$ cat src/rtl/psi_gen_pkg.sv
// psi_gen_pkg
// Shared definitions for the PSI pulse generator:
//   psi_gen_state_t    - generator phase (IDLE, HIGH, LOW)
//   PSI_GEN_WIDTH      - default divisor width
//   PSI_GEN_HIGH_TICKS - default prescaler ticks per PSI high phase
//   PSI_GEN_LOW_TICKS  - default prescaler ticks per PSI low phase
package psi_gen_pkg;

  typedef enum logic [1:0] {
    IDLE = 2'd0,
    HIGH = 2'd1,
    LOW  = 2'd2
  } psi_gen_state_t;

  localparam int PSI_GEN_WIDTH      = 8;
  localparam int PSI_GEN_HIGH_TICKS = 4;
  localparam int PSI_GEN_LOW_TICKS  = 4;

endpackage

$ cat src/rtl/psi_tick_prescaler.sv
// psi_tick_prescaler
// Divides clk by div while run is high. The counter runs 0 .. div-1 and
// returns to 0 on the terminal count. tick is registered, so it is high
// in the cycle right after the terminal-count edge, together with any
// PSI edge the parent FSM takes on that same edge.
// Ports:
//   clk   - clock
//   rst   - asynchronous active-high reset
//   run   - count enable; when low the counter is held at 0
//   div   - divisor (never 0; the parent clamps it)
//   count - current prescaler count
//   tick  - one-cycle pulse following every terminal count
module psi_tick_prescaler
  import psi_gen_pkg::*;
#(
  parameter int WIDTH = PSI_GEN_WIDTH
) (
  input  logic             clk,
  input  logic             rst,
  input  logic             run,
  input  logic [WIDTH-1:0] div,
  output logic [WIDTH-1:0] count,
  output logic             tick
);

  logic [WIDTH-1:0] count_reg;
  logic [WIDTH-1:0] count_next;
  logic             tick_reg;
  logic             tick_next;
  logic             terminal;

  // '>=' rather than '==' keeps the counter from running away should the
  // divisor ever shrink below the current count.
  assign terminal = run && (count_reg >= (div - WIDTH'(1)));

  always_comb begin
    count_next = '0;
    tick_next  = terminal;
    if (run && !terminal) begin
      count_next = count_reg + WIDTH'(1);
    end
  end

  always_ff @(posedge clk or posedge rst) begin
    if (rst) begin
      count_reg <= '0;
      tick_reg  <= 1'b0;
    end else begin
      count_reg <= count_next;
      tick_reg  <= tick_next;
    end
  end

  assign count = count_reg;
  assign tick  = tick_reg;

endmodule

$ cat src/rtl/psi_pulse_generator.sv
// psi_pulse_generator
// Drives the PSI waveform for the frequency-regulation loop. clk is divided
// by div = ~adjust_div (0 clamps to 1); PSI stays high for HIGH_TICKS and
// low for LOW_TICKS prescaler ticks. Dropping en lets the running period
// finish before the generator returns to IDLE.
// Build option:
//   PSI_GEN_LATCH_EN defined   - divisor latched only on entry to HIGH
//   PSI_GEN_LATCH_EN undefined - divisor reloaded on every prescaler tick
// Ports:
//   clk         - clock
//   rst         - asynchronous active-high reset
//   en          - run request (level)
//   adjust_div  - inverted divisor from the regulator
//   psi         - generated PSI waveform (registered)
//   tick        - one-cycle pulse on each prescaler terminal count
//   period_done - one-cycle pulse on the last tick of each LOW phase
module psi_pulse_generator
  import psi_gen_pkg::*;
#(
  parameter int WIDTH      = PSI_GEN_WIDTH,
  parameter int HIGH_TICKS = PSI_GEN_HIGH_TICKS,
  parameter int LOW_TICKS  = PSI_GEN_LOW_TICKS
) (
  input  logic             clk,
  input  logic             rst,
  input  logic             en,
  input  logic [WIDTH-1:0] adjust_div,
  output logic             psi,
  output logic             tick,
  output logic             period_done
);

  localparam int MAX_TICKS = (HIGH_TICKS > LOW_TICKS) ? HIGH_TICKS : LOW_TICKS;
  localparam int PH_W      = (MAX_TICKS > 1) ? $clog2(MAX_TICKS) : 1;
  localparam logic [PH_W-1:0] HIGH_LAST = PH_W'(HIGH_TICKS - 1);
  localparam logic [PH_W-1:0] LOW_LAST  = PH_W'(LOW_TICKS - 1);

  psi_gen_state_t   state_reg, state_next;
  logic [PH_W-1:0]  phase_reg, phase_next;
  logic [WIDTH-1:0] div_q_reg, div_q_next;
  logic             psi_reg, psi_next;
  logic             period_done_reg, period_done_next;

  logic [WIDTH-1:0] div_eff;
  logic [WIDTH-1:0] pre_count;
  logic             pre_tick;
  logic             run;
  logic             terminal;

  // Effective divisor; an all-ones adjust_div would give 0, which clamps to 1.
  always_comb begin
    div_eff = ~adjust_div;
    if (div_eff == '0) begin
      div_eff = WIDTH'(1);
    end
  end

  assign run = (state_reg != IDLE);

  psi_tick_prescaler #(
    .WIDTH (WIDTH)
  ) u_prescaler (
    .clk   (clk),
    .rst   (rst),
    .run   (run),
    .div   (div_q_reg),
    .count (pre_count),
    .tick  (pre_tick)
  );

  // Same-edge view of the prescaler terminal count, so the phase counter and
  // PSI move on the edge that also raises the registered tick.
  assign terminal = run && (pre_count >= (div_q_reg - WIDTH'(1)));

  always_comb begin
    state_next       = state_reg;
    phase_next       = phase_reg;
    div_q_next       = div_q_reg;
    period_done_next = 1'b0;

    case (state_reg)
      IDLE: begin
        phase_next = '0;
        if (en) begin
          state_next = HIGH;
          div_q_next = div_eff;
        end
      end

      HIGH: begin
        if (terminal) begin
          phase_next = phase_reg + PH_W'(1);
`ifndef PSI_GEN_LATCH_EN
          div_q_next = div_eff;
`endif
          if (phase_reg == HIGH_LAST) begin
            state_next = LOW;
            phase_next = '0;
          end
        end
      end

      LOW: begin
        if (terminal) begin
          phase_next = phase_reg + PH_W'(1);
`ifndef PSI_GEN_LATCH_EN
          div_q_next = div_eff;
`endif
          if (phase_reg == LOW_LAST) begin
            period_done_next = 1'b1;
            phase_next       = '0;
            if (en) begin
              state_next = HIGH;
              div_q_next = div_eff;
            end else begin
              state_next = IDLE;
            end
          end
        end
      end

      default: begin
        state_next = IDLE;
        phase_next = '0;
      end
    endcase

    psi_next = (state_next == HIGH);
  end

  always_ff @(posedge clk or posedge rst) begin
    if (rst) begin
      state_reg       <= IDLE;
      phase_reg       <= '0;
      div_q_reg       <= WIDTH'(1);
      psi_reg         <= 1'b0;
      period_done_reg <= 1'b0;
    end else begin
      state_reg       <= state_next;
      phase_reg       <= phase_next;
      div_q_reg       <= div_q_next;
      psi_reg         <= psi_next;
      period_done_reg <= period_done_next;
    end
  end

  assign psi         = psi_reg;
  assign tick        = pre_tick;
  assign period_done = period_done_reg;

endmodule
$ cat config.mk
export PLATFORM = sky130hd
export DESIGN_NAME = psi_pulse_generator
export DESIGN_NICKNAME = d
export VERILOG_FILES = /design/src/rtl/psi_gen_pkg.sv /design/src/rtl/psi_tick_prescaler.sv /design/src/rtl/psi_pulse_generator.sv
export SDC_FILE = /design/constraint.sdc
export NUM_CORES = 1
export LEC_CHECK = 0
export ABC_AREA = 1
export ABC_CLOCK_PERIOD_IN_PS = 2800
export BUFFER_PORTS_ARGS = -buffer_cell sky130_fd_sc_hd__buf_2
export CAP_MARGIN = 20
export CORE_AREA = 2 2 68 70
export CTS_CLUSTER_DIAMETER = 120
export DETAILED_ROUTE_END_ITERATION = 8
export DIE_AREA = 0 0 70 72
export PLACE_DENSITY = 0.6
export SYNTH_ARGS = -nofsm -noshare
export SYNTH_HDL_FRONTEND = slang
export SYNTH_SLANG_ARGS = --single-unit
$ cat constraint.sdc
create_clock -name clk -period 2.8 [get_ports clk]
set_input_delay 0.42 -clock clk [delete_from_list [all_inputs] [get_ports clk]]
set_output_delay 0.42 -clock clk [all_outputs]
set_load 0.02 [all_outputs]
==> out/qor.yml <==
synthXorXnorAreaFrac_pct: 4.26
crit_fanout: 8
dieWidth_um: 70
postSynthCellCount: 165
p_leak_nw: 0.863
fp.coreArea_um2: 4260
synth_adder_area_share_pct: 13.0
fin_worst_skew_ns: 0.00167
synth_nets: 191
cts_buffers: 3
clock.fmax_ghz: 0.398
design_area_um2: 1630
synth_top_family_by_area: "simple AND/OR/NAND/NOR gates"
grt_overflow: 0
final_max_slew_viol_count: 0
yosysWarnings: 0
fin_crit_sh_pct: 89.7
synth_edf_count: 0
die_height_um: 72
syn2layout_area_growth_pct: 13.4
finalSetupTns_ns: 0
dpl.hpwl_um: 1860
synth_top_area_cell: "dfrtp_1"
ys_seq_elements: 23
drt-total-wl_um: 2460
synth_simple_gate_area_share_pct: 23.6
rsz0062_at_grt: "false"
min_period_ns: 2.51
numPortBuffers: 13
diodes: 0
drive_gt1_share_pct: 20.9
clock-sinks: 23
slew_headroom_pct: 41.7
htreeDepth: 1
cp-start-kind: "register"
wl_per_cell_um: 10.5
nets: 209
grt_pass1_wl_um: 4420
hold_path_class: "input pin to asynchronous set/reset pin"
ant_nets: 0
netlist_top_cells_area: "dfrtp_1 38%, ha_1 13%, nand2_1 8.9%, inv_1 6.8%, o21ai_2 4.9%"
grt_pass1_vias: 1040
viasPerCell: 4.62
peakVddDrop_mv: 0.418
vias: 1082
grt_usage_pct: 10.7
drcViolationCount: 0
final-setup-viol-count: 0
drt_iter0_drc: 47
grt_max_degree: 24
ioPinCount: 14
crit_arrival_ns: 2.66
row_count: 24
start_util_pct: 33.7
ys_types: 27
clkTransAtPathRegs_ns: 0.08
place_area_um2: 1550
required_ns: 2.95
clock_latency_ns: 0.26
place.gp.congestion: 0.806
max-cap-violations: 0
worst_pin_slew_ns: 0.873
ys.flop_type: "dfrtp_1"
drtPass1Iterations: 4
die-area_um2: 5040
cp-end-kind: "register"
crit_type: "register to register"
synthDominantCellAreaShare_pct: 38.3
syn_area_per_cell_um2: 8.72
synth_mux_area_share_pct: 0
power.density_nw_per_um2: 953
antenna_found_initial: 0
synth-compound-area-share_pct: 11.2
cts_tree: "built"
hold_viol: 0
clk_path_buf_depth: 2
yosysSeqAreaShare_pct: 40.1
status: "finished, final reports clean"
synthesis.area_um2: 1440
root_buffer: "clkbuf_8"
async_flop_share_pct: 100
where the power goes:
part           switching, mW  internal [mW]
Clock                  0.104         0.0993
Sequential            0.0899          0.438
Combinational          0.508          0.316
critical path: stages, from the launching register on:
cell	delay, ns
dfstp_2	0.55
inv_1	0.08
ha_1	0.23
nand2_1	0.12
nor3_2	0.05
xor2_1	0.12
inv_1	0.05
ha_1	0.26
nand2_1	0.07
nor2_2	0.12
nand4_1	0.12
nand3_2	0.14
nand2_4	0.08
nand2_4	0.09
o211ai_4	0.14
nand2_1	0.11
o21ai_2	0.05
per-stage QoR:
stage | utilization [%] | std cells | hold WS (ns) | power, mW | setup WS, ns
after floorplan | - | 165 | 0.421 | 1.19 | 0.420
after global placement | 36.4 | 229 | 0.468 | 1.31 | 0.273
after detailed placement | 36.4 | 229 | 0.479 | 1.31 | 0.220
after CTS | 37.5 | 233 | 0.330 | 1.53 | 0.210
after global routing | 38.3 | 234 | 0.335 | 1.72 | 0.0465
final | 38.3 | 234 | 0.325 | 1.55 | 0.289
metal layers:
layer | global-route usage, % | share of wire [%] | vias up | routed length [um]
li1 | - | - | 574 | -
met1 | 14.7 | 49 | 494 | 1220
met2 | 17.5 | 47 | 12 | 1160
met3 | 1.67 | 2.5 | 2 | 62
met4 | 3.21 | 0.65 | 0 | 16
met5 | 0 | 0 | - | 0
cell families (layout without fill, tap and decap cells):
| kind of cell | after synthesis | count (layout) |
|---|---|---|
| buffers and inverters | 27 | 43 |
| AO/OA/AOI/OAI | 21 | 22 |
| flip-flops | 23 | 23 |
| adder cells (fa/ha/maj) | 15 | 15 |
| XOR/XNOR | 7 | 7 |
| AND/OR/NAND/NOR | 72 | 72 |
cells in the final DEF, fill, tap and decap left out, types with 3 or more instances in the layout:
master    netlist  final
inv_1          26     26
nand4_1         4      4
nor2_1         11     11
xor2_1          5      5
dfrtp_1        22     22
o21ai_2         8      8
clkbuf_8        0      3
nand3_1         8      7
a21oi_1         7      7
nor3_1          4      3
nand2_1        34     34
ha_1           15     15
buf_2           0     13
synth_stat cells (2+ instances only):
| master | number |
|---|---|
| nand2_1 | 34 |
| inv_1 | 26 |
| dfrtp_1 | 22 |
| ha_1 | 15 |
| nor2_1 | 11 |
| nand3_1 | 8 |
| o21ai_2 | 8 |
| a21oi_1 | 7 |
| xor2_1 | 5 |
| nand4_1 | 4 |
| nor3_1 | 4 |
| nand2_2 | 2 |
| nand2_4 | 2 |
| nor2_2 | 2 |
| nor3b_1 | 2 |
| xnor2_1 | 2 |
cell type report:
cell class | instances | area, um^2
Tap cell | 52 | 65.1
Sequential cell | 23 | 577
Clock buffer | 3 | 41.3
Inverter | 26 | 97.6
Clock inverter | 1 | 5.00
Fill cell | 451 | 2630
Timing Repair Buffer | 13 | 65.1
Multi-Input combinational cell | 116 | 781
worst paths after layout:
check / start / end / slack, ns / depth (start not counted)
worst max-delay path: div_q_reg[0] / div_q_reg[5] / 0.29 / 16
worst min-delay path: rst / u_prescaler.count[1] / 0.33 / 2
min in group clk: adjust_div[3] / div_q_reg[3] / 0.34 / 2
worst min register to register: phase_reg[0] / phase_reg[0] / 0.49 / 1
worst max register to register: div_q_reg[0] / div_q_reg[5] / 0.29 / 16
max in group asynchronous: rst / state_reg[0] / 1.93 / 2
repair_timing:
| item | CTS | global route |
|---|---|---|
| gates resized for setup | 0 | 3 |
| hold buffers | 0 | 0 |
| endpoints found under the setup margin | 0 | 11 |
| buffers inserted | 0 | 0 |
No activity file was read; power rests on OpenSTA's default activity.
